==> config.mk <==
export PLATFORM = sky130hd
export DESIGN_NAME = alu_share_arbiter
export DESIGN_NICKNAME = d
export VERILOG_FILES = /design/src/rtl/alu_share_arbiter.sv
export SDC_FILE = /design/constraint.sdc
export NUM_CORES = 1
export LEC_CHECK = 0
export ABC_AREA = 1
export BUFFER_PORTS_ARGS = -buffer_cell sky130_fd_sc_hd__buf_2
export CORE_AREA = 2 2 164 166
export DETAILED_ROUTE_END_ITERATION = 7
export DIE_AREA = 0 0 166 168
export SYNTH_ARGS = -nofsm -noshare
export SYNTH_HDL_FRONTEND = slang
export SYNTH_SLANG_ARGS = --single-unit
==> constraint.sdc <==
create_clock -name clk -period 6.46 [get_ports clk]
set_clock_uncertainty 0.2 [all_clocks]
set_input_delay 0 -clock clk [delete_from_list [all_inputs] [get_ports clk]]
set_output_delay 0 -clock clk [all_outputs]
set_load 0.05 [all_outputs]
==> src/rtl/alu_share_arbiter.sv <==
// Round-robin arbiter that shares one external combinational ALU between
// N_REQ requesters. At most one operation is issued per cycle. The ALU result
// and flags are captured into a single-entry response slot tagged with the
// id of the requester that issued the operation.
module alu_share_arbiter #(
  parameter  int N_REQ = 4,
  parameter  int WIDTH = 32,
  localparam int IDW   = $clog2(N_REQ)
) (
  input  logic                   clk,
  input  logic                   reset,
  input  logic [N_REQ-1:0]       req_valid,
  input  logic [2*N_REQ-1:0]     req_op,
  input  logic [WIDTH*N_REQ-1:0] req_a,
  input  logic [WIDTH*N_REQ-1:0] req_b,
  output logic [N_REQ-1:0]       req_ready,
  output logic [WIDTH-1:0]       alu_a,
  output logic [WIDTH-1:0]       alu_b,
  output logic [1:0]             alu_control,
  input  logic [WIDTH-1:0]       alu_result,
  input  logic [3:0]             alu_flags,
  output logic                   rsp_valid,
  output logic [IDW-1:0]         rsp_id,
  output logic [WIDTH-1:0]       rsp_result,
  output logic [3:0]             rsp_flags,
  input  logic                   rsp_ready
);

  logic             rsp_valid_q, rsp_valid_d;
  logic [IDW-1:0]   rsp_id_q,    rsp_id_d;
  logic [WIDTH-1:0] rsp_result_q, rsp_result_d;
  logic [3:0]       rsp_flags_q, rsp_flags_d;
  logic [IDW-1:0]   rr_ptr_q,    rr_ptr_d;

  logic             slot_free;
  logic             gnt_found;
  logic [IDW-1:0]   gnt_id;
  logic [IDW-1:0]   cand;
  logic             grant;

  // The slot may be drained and refilled in the same cycle.
  assign slot_free = ~rsp_valid_q | rsp_ready;
  // No grants are issued while reset is held.
  assign grant     = reset & slot_free & gnt_found;

  // Round-robin search starting just after the last granted requester.
  always_comb begin
    cand      = rr_ptr_q;
    gnt_found = 1'b0;
    gnt_id    = '0;
    for (int k = 0; k < N_REQ; k++) begin
      cand = (cand == IDW'(N_REQ-1)) ? '0 : cand + IDW'(1);
      if (!gnt_found && req_valid[cand]) begin
        gnt_found = 1'b1;
        gnt_id    = cand;
      end
    end
  end

  // One-hot ready towards the winner; depends only on valids and slot state.
  always_comb begin
    req_ready = '0;
    if (grant) req_ready[gnt_id] = 1'b1;
  end

  // Steer the winner's operands to the ALU; idle inputs are zero.
  always_comb begin
    alu_a       = '0;
    alu_b       = '0;
    alu_control = '0;
    if (grant) begin
      alu_a       = req_a[WIDTH*gnt_id +: WIDTH];
      alu_b       = req_b[WIDTH*gnt_id +: WIDTH];
      alu_control = req_op[2*gnt_id +: 2];
    end
  end

  // Response slot next state: capture on grant, empty on drain, else hold.
  always_comb begin
    rsp_valid_d  = rsp_valid_q;
    rsp_id_d     = rsp_id_q;
    rsp_result_d = rsp_result_q;
    rsp_flags_d  = rsp_flags_q;
    rr_ptr_d     = rr_ptr_q;
    if (grant) begin
      rsp_valid_d  = 1'b1;
      rsp_id_d     = gnt_id;
      rsp_result_d = alu_result;
      rsp_flags_d  = alu_flags;
      rr_ptr_d     = gnt_id;
    end else if (rsp_ready) begin
      rsp_valid_d  = 1'b0;
    end
  end

  // State registers; reset discards any pending response and restarts at requester 0.
  always_ff @(posedge clk) begin
    if (!reset) begin
      rsp_valid_q  <= 1'b0;
      rsp_id_q     <= '0;
      rsp_result_q <= '0;
      rsp_flags_q  <= '0;
      rr_ptr_q     <= IDW'(N_REQ-1);
    end else begin
      rsp_valid_q  <= rsp_valid_d;
      rsp_id_q     <= rsp_id_d;
      rsp_result_q <= rsp_result_d;
      rsp_flags_q  <= rsp_flags_d;
      rr_ptr_q     <= rr_ptr_d;
    end
  end

  assign rsp_valid  = rsp_valid_q;
  assign rsp_id     = rsp_id_q;
  assign rsp_result = rsp_result_q;
  assign rsp_flags  = rsp_flags_q;

endmodule

==> results of run 1 <==
==> layer usage <==
layer | routed length (um) | vias to the layer above | GRT usage [%]
li1 | - | 3560 | -
met1 | 8420 | 3081 | 16.38
met2 | 11210 | 298 | 27.67
met3 | 1769 | 14 | 2.962
met4 | 244 | 0 | 3.138
met5 | 0 | - | 0
==> synthesized netlist by cell type <==
library cell / count
a21oi_1: 28
buf_1: 8
buf_2: 35
buf_4: 1
buf_6: 3
clkbuf_1: 14
dfxtp_1: 41
ha_1: 1
inv_1: 168
inv_2: 2
nand2_1: 288
nand2_2: 4
nand2_4: 1
nand3_1: 160
nand3_2: 1
nand3b_1: 25
nand4_1: 4
nor2_1: 9
nor2_4: 3
o211ai_1: 42
o21ai_0: 5
or2_1: 29
or2_2: 12
==> cell type report <==
cell class / count / area [um^2]
clock inverters: 3 / 43.79
fillers: 2958 / 18820
inverters: 170 / 638.1
clock buffers: 5 / 125.1
diodes: 2 / 5.005
well taps: 341 / 426.7
repair buffers: 459 / 2500
flip-flops and latches: 41 / 820.8
multi-input cells: 612 / 2974
==> per-stage QoR <==
| step | std cells | utilization (%) |
|---|---|---|
| after floorplan | 884 | - |
| after global placement | 1586 | 26.52 |
| after detailed placement | 1586 | 26.52 |
| after CTS | 1631 | 28.57 |
| after global routing | 1633 | 28.59 |
| final | 1633 | 28.59 |
==> worst register-to-register path, cell delays in order, from the launching register on <==
cell	delay, ns
dfxtp_1	0.35
ha_1	0.41
inv_2	0.11
nand2_1	0.08
nand2_1	0.11
nand2_1	0.11
nand2_1	0.08
nor2_1	0.15
nand4_1	0.17
nand2_2	0.36
buf_4	0.55
inv_1	0.10
buf_4	0.27
nand3_1	0.27
o211ai_1	0.12
==> sequential cells by signal (all words and copies together) (netlist names) <==
register and count:
rr_ptr_q 2, rsp_result 32, rsp_valid 1, rsp_id 2
rsp_flags 4
==> power breakdown <==
| group | total (mW) | internal (mW) | switching, mW |
|---|---|---|---|
| logic | 4.27 | 1.02 | 3.25 |
| clock network | 0.297 | 0.183 | 0.114 |
| registers | 0.364 | 0.325 | 0.0383 |
| total | 4.93 | 1.53 | 3.40 |
==> cell families after synthesis <==
logic type | count (synthesis) | synth area share (%)
simple gates | 536 | 52.27
fa+ha+maj | 1 | 0.2653
flops | 41 | 17.41
compound gates | 75 | 10.19
buf+inv | 231 | 19.87
==> final timing paths <==
kind	to	cells after the start	slack, ns
max	alu_a[4]	15	2.16
min	rr_ptr_q[0]$_SDFFE_PN1P_	2	0.11
max reg2reg	rr_ptr_q[0]$_SDFFE_PN1P_	14	2.87
min reg2reg	rsp_result[25]$_SDFFE_PN0P_	2	0.26
==> placed cells by master, fill, tap and decap left out, drive strengths merged <==
cell,count
clkbuf,5
nand4,4
diode,2
dfxtp,41
buf,422
nor2,12
a21oi,28
o211ai,42
or2,41
bufinv,1
clkinv,1
dlygate4sd3,37
nand3,161
inv,171
o21ai,5
ha,1
nand2,293
nand3b,25
==> what timing repair did <==
item	4_1_cts	5_1_grt
setup endpoints to repair	0	0
hold buffers	37	0
endpoints found under the hold margin	37	0
==> flow_metrics.env, run 1 <==
export IMPL_outcome="complete, no violations"
export IMPL_grt_start_max_net_pins=173
export IMPL_ys_ff_latch=41
export IMPL_crit_top_cell="nand2_1"
export IMPL_ir_drop_v=0.0004967
export IMPL_path_cells="ha_1 -> inv_2 -> nand2_1 -> nand2_1 -> nand2_1 -> nand2_1 -> nand4_1 -> nand2_2 -> buf_4 -> nand2_8 -> buf_4 -> or2_1 -> nand3_1 -> nand2_1 -> buf_2"
export IMPL_setup_viol=0
export IMPL_grt_pass1_vias=6521
export IMPL_grt_pass1_wl_um=33310
export IMPL_grt_setup_unrepaired="no"
export IMPL_slew_headroom_pct=27.48
export IMPL_worstHoldStart="reset"
export IMPL_htreeDepth=2
export IMPL_synth_area_leaders="nand2_1 23%, dfxtp_1 17%, nand3_1 17%, inv_1 13%, o211ai_1 6.7%"
export IMPL_min_path_type="primary input to flip-flop"
export IMPL_gp_congestion=0.8426
export IMPL_dp_slack_ns=2.494
export IMPL_avgSynthCellArea_um2=5.335
export IMPL_cts_resized=0
export IMPL_path_max_fanout=172
export IMPL_worst_ep_arrival_time_ns=4.10
export IMPL_dp_hpwl_um=16620
export IMPL_via_per_inst=4.258
export IMPL_maxSlewViolCount=0
export IMPL_cts_sinks=41
export IMPL_path_buf_inv=4
export IMPL_cts_buffers=5
export IMPL_p_per_area_nw_per_um2=654.1
export IMPL_fin_area_um2=7533
export IMPL_ant_nets=0
export IMPL_tns_ns=0
export IMPL_fin_crit_ns=4.295
export IMPL_yosysTopAreaCell="nand2_1"
export IMPL_totalPowerFinal_mw=4.928
export IMPL_fmax_ghz=0.2328
export IMPL_tightest_slew_ns=1.085
export IMPL_io_pins=416
export IMPL_initial_core_util_pct=17.90
export IMPL_worst_setup_path_start_kind="flip-flop"
export IMPL_routed_wl_um=21650
export IMPL_area_delta_synth_final_pct=59.75
export IMPL_crit_family="simple AND/OR/NAND/NOR gates"
export IMPL_fin_nets=1597
export IMPL_clk_pin_slew_ns=0.06
export IMPL_syn_area_um2=4716
export IMPL_overflow=0
export IMPL_track_usage_pct=14.44
export IMPL_port_buffer_count=415
export IMPL_wl_per_cell_um=13.26
export IMPL_drc_errors=0
export IMPL_r2r_start="rr_ptr_q[0]$_SDFFE_PN1P_"
export IMPL_die_height_um=168
export IMPL_max_cap_viol_count=0
export IMPL_period_share_pct=66.49
export IMPL_cts_tree="built"
export IMPL_critPathMaxStageDelay_ns=0.56
export IMPL_via_count=6953
export IMPL_dr_pass1_iters=6
export IMPL_crit_start="rr_ptr_q[0]$_SDFFE_PN1P_"
export IMPL_dieArea_um2=27890
export IMPL_placed_cell_area_um2=6989
export IMPL_post_cts_repair_setup_buffers=0
export IMPL_yosys_warnings=0
export IMPL_clock_tree_root_cell="clkbuf_16"
export IMPL_drive_gt1_share_pct=35.19
export IMPL_rows=60
export IMPL_slowest_stage="nand2_8"
export IMPL_required_ns=6.26
export IMPL_synth_cell_types=23
export IMPL_grt_antenna_before_repair=2
export IMPL_coreArea_um2=26350
export IMPL_critPathCaptureType="primary output"
export IMPL_die_x_um=166
export IMPL_cts_max_path_buffers=2
export IMPL_initialDrtViolationCount=414
export IMPL_syn_inst=884
export IMPL_fin_hold_ws_ns=0.1050
export IMPL_seq_area_frac_synth_pct=17.41
export IMPL_clock_latency_ns=0.29
export IMPL_setup_slack_ns=2.165
export IMPL_crit_type="flip-flop to primary output"
export IMPL_hold_violations=0
export IMPL_leakage_nw=4.766
export IMPL_syn_nets=1192
export IMPL_netlist_area_leader_share_pct=22.92
No activity file was read; power rests on OpenSTA's default activity.
==> inputs of run 2 (changes only) <==
CORE_AREA = 2 2 159 161   (was 2 2 164 166)
DIE_AREA = 0 0 161 163   (was 0 0 166 168)
clock period = 3.54 ns   (was 6.46 ns; I/O delays follow)
==> run 2 against run 1 <==
Compared with the run above:
- combinational power grew 98%
- count of clock-buffer cells in the layout did not move
- critical path depth shrank 3
==> flow_metrics.env, run 2 (synthesis gave the netlist of run 1 again) <==
export IMPL_cts_max_path_buffers=2
export IMPL_setup_slack_ns=0.2214
export IMPL_coreArea_um2=24670
export IMPL_p_per_area_nw_per_um2=1236
export IMPL_crit_start="rr_ptr_q[0]$_SDFFE_PN1P_"
export IMPL_final_cells=1635
export IMPL_max_cap_viol_count=0
export IMPL_clk_pin_slew_ns=0.06
export IMPL_fin_area_um2=7823
export IMPL_fin_crit_ns=3.319
export IMPL_grt_pass1_vias=6596
export IMPL_totalPowerFinal_mw=9.665
export IMPL_worstHoldStart="reset"
export IMPL_drc_errors=0
export IMPL_die_x_um=161
export IMPL_via_per_inst=4.346
export IMPL_period_share_pct=93.75
export IMPL_final_cell_mix="404 x buf_2, 288 x nand2_1, 168 x inv_1"
export IMPL_fmax_ghz=0.3013
export IMPL_grt_antenna_before_repair=8
export IMPL_rows=58
export IMPL_outcome="complete, no violations"
export IMPL_io_pins=416
export IMPL_cts_tree="built"
export IMPL_ir_drop_v=0.0006010
export IMPL_critPathCaptureType="primary output"
export IMPL_initialDrtViolationCount=362
export IMPL_worst_ep_arrival_time_ns=3.12
export IMPL_dp_cells=1588
export IMPL_crit_type="flip-flop to primary output"
export IMPL_largest_reg_flops=32
export IMPL_initial_core_util_pct=19.11
export IMPL_min_path_type="primary input to flip-flop"
export IMPL_fill_cells=2730
export IMPL_cts_buffers=5
export IMPL_r2r_start="rr_ptr_q[0]$_SDFFE_PN1P_"
export IMPL_fin_util_pct=31.70
export IMPL_grt_start_max_net_pins=67
export IMPL_tns_ns=0
export IMPL_overflow=0
export IMPL_clock_tree_root_cell="clkbuf_16"
export IMPL_dr_pass1_iters=5
export IMPL_r2r_setup_slack_ns=0.68
export IMPL_cts_sinks=41
export IMPL_maxSlewViolCount=0
export IMPL_worst_setup_path_start_kind="flip-flop"
export IMPL_gp_congestion=0.9322
export IMPL_slew_headroom_pct=68.54
export IMPL_htreeDepth=2
export IMPL_wl_per_cell_um=13.63
export IMPL_area_delta_synth_final_pct=65.88
export IMPL_multi_input_area_um2=2990
export IMPL_grt_pass1_wl_um=32720
export IMPL_placed_cell_area_um2=7251
export IMPL_die_height_um=163
export IMPL_setup_viol=0
export IMPL_dieArea_um2=26240
export IMPL_drive_gt1_share_pct=35.89
export IMPL_hold_violations=0
export IMPL_tightest_slew_ns=0.4708
export IMPL_fin_hold_ws_ns=0.07792
export IMPL_track_usage_pct=15.35
export IMPL_clock_latency_ns=0.28
export IMPL_port_buffer_count=415
export IMPL_ant_nets=0
export IMPL_fin_nets=1611
export IMPL_leakage_nw=4.883
export IMPL_final_common_cell="buf_2"
export IMPL_dp_hpwl_um=17350
export IMPL_routed_wl_um=22280
export IMPL_ff_latch_area_um2=820.8
export IMPL_required_ns=3.34
export IMPL_via_count=7105
export IMPL_path_max_fanout=15
export IMPL_post_cts_repair_setup_buffers=0
export IMPL_dp_slack_ns=0.4111
run 2: cell count changes in the layout (fill, tap and decap cells not counted):
cell and delta:
clkinv_2 -1, inv_6 -1, buf_2 -11, clkinv_4 +1
buf_6 +3, nand2_2 -1, buf_4 +9, clkinvlp_4 +1
nand2_4 +2, buf_12 +12, diode_2 -1
run 2: repair_timing:
| item | CTS | global route |
|---|---|---|
| hold buffers | 37 | 0 |
| gates resized for setup | 0 | 4 |
| hold endpoints to repair | 37 | 0 |
| setup endpoints to repair | 0 | 55 |
run 2: layout make-up:
class	instances	share of cell area, %
well taps	330	5.278
multi-input cells	613	38.23
flip-flops and latches	41	10.49
repair buffers	472	35.62
clock buffers	5	1.599
inverters	170	8.157
clock inverters	3	0.5918
diodes	1	0.03199
run 2: path summary, 6_finish.rpt:
| check | end | cells past startpoint |
|---|---|---|
| max reg2reg | rsp_result[10]$_SDFFE_PN0P_ | 13 |
| max | alu_b[31] | 12 |
| min reg2reg | rsp_result[30]$_SDFFE_PN0P_ | 2 |
| min | rr_ptr_q[0]$_SDFFE_PN1P_ | 3 |
run 2: layer usage:
| metal | global-route usage [%] | vias to the layer above | share of wire, % |
|---|---|---|---|
| met1 | 17.78 | 3112 | 40 |
| met5 | 0 | - | 0 |
| met4 | 4.099 | 0 | 2.5 |
| met3 | 3.005 | 44 | 8.3 |
| li1 | - | 3592 | - |
| met2 | 28.72 | 357 | 50 |
run 2: power breakdown:
part / leakage (nW) / total (mW) / internal, mW / switching, mW
Combinational: 4.46 / 8.47 / 2.36 / 6.11
Clock: 0.0800 / 0.532 / 0.334 / 0.198
Sequential: 0.341 / 0.664 / 0.594 / 0.0693
Total: 4.88 / 9.67 / 3.29 / 6.38
run 2: worst max-delay path, cell delays in order (launching register included):
cell,delay (ns)
dfxtp_1,0.35
ha_1,0.26
nor2_4,0.27
nand2_1,0.12
nand3_1,0.10
nand2_1,0.11
nand4_1,0.16
nand2_1,0.10
nor2_4,0.41
buf_4,0.29
nand3_1,0.09
a21oi_1,0.23
buf_2,0.32
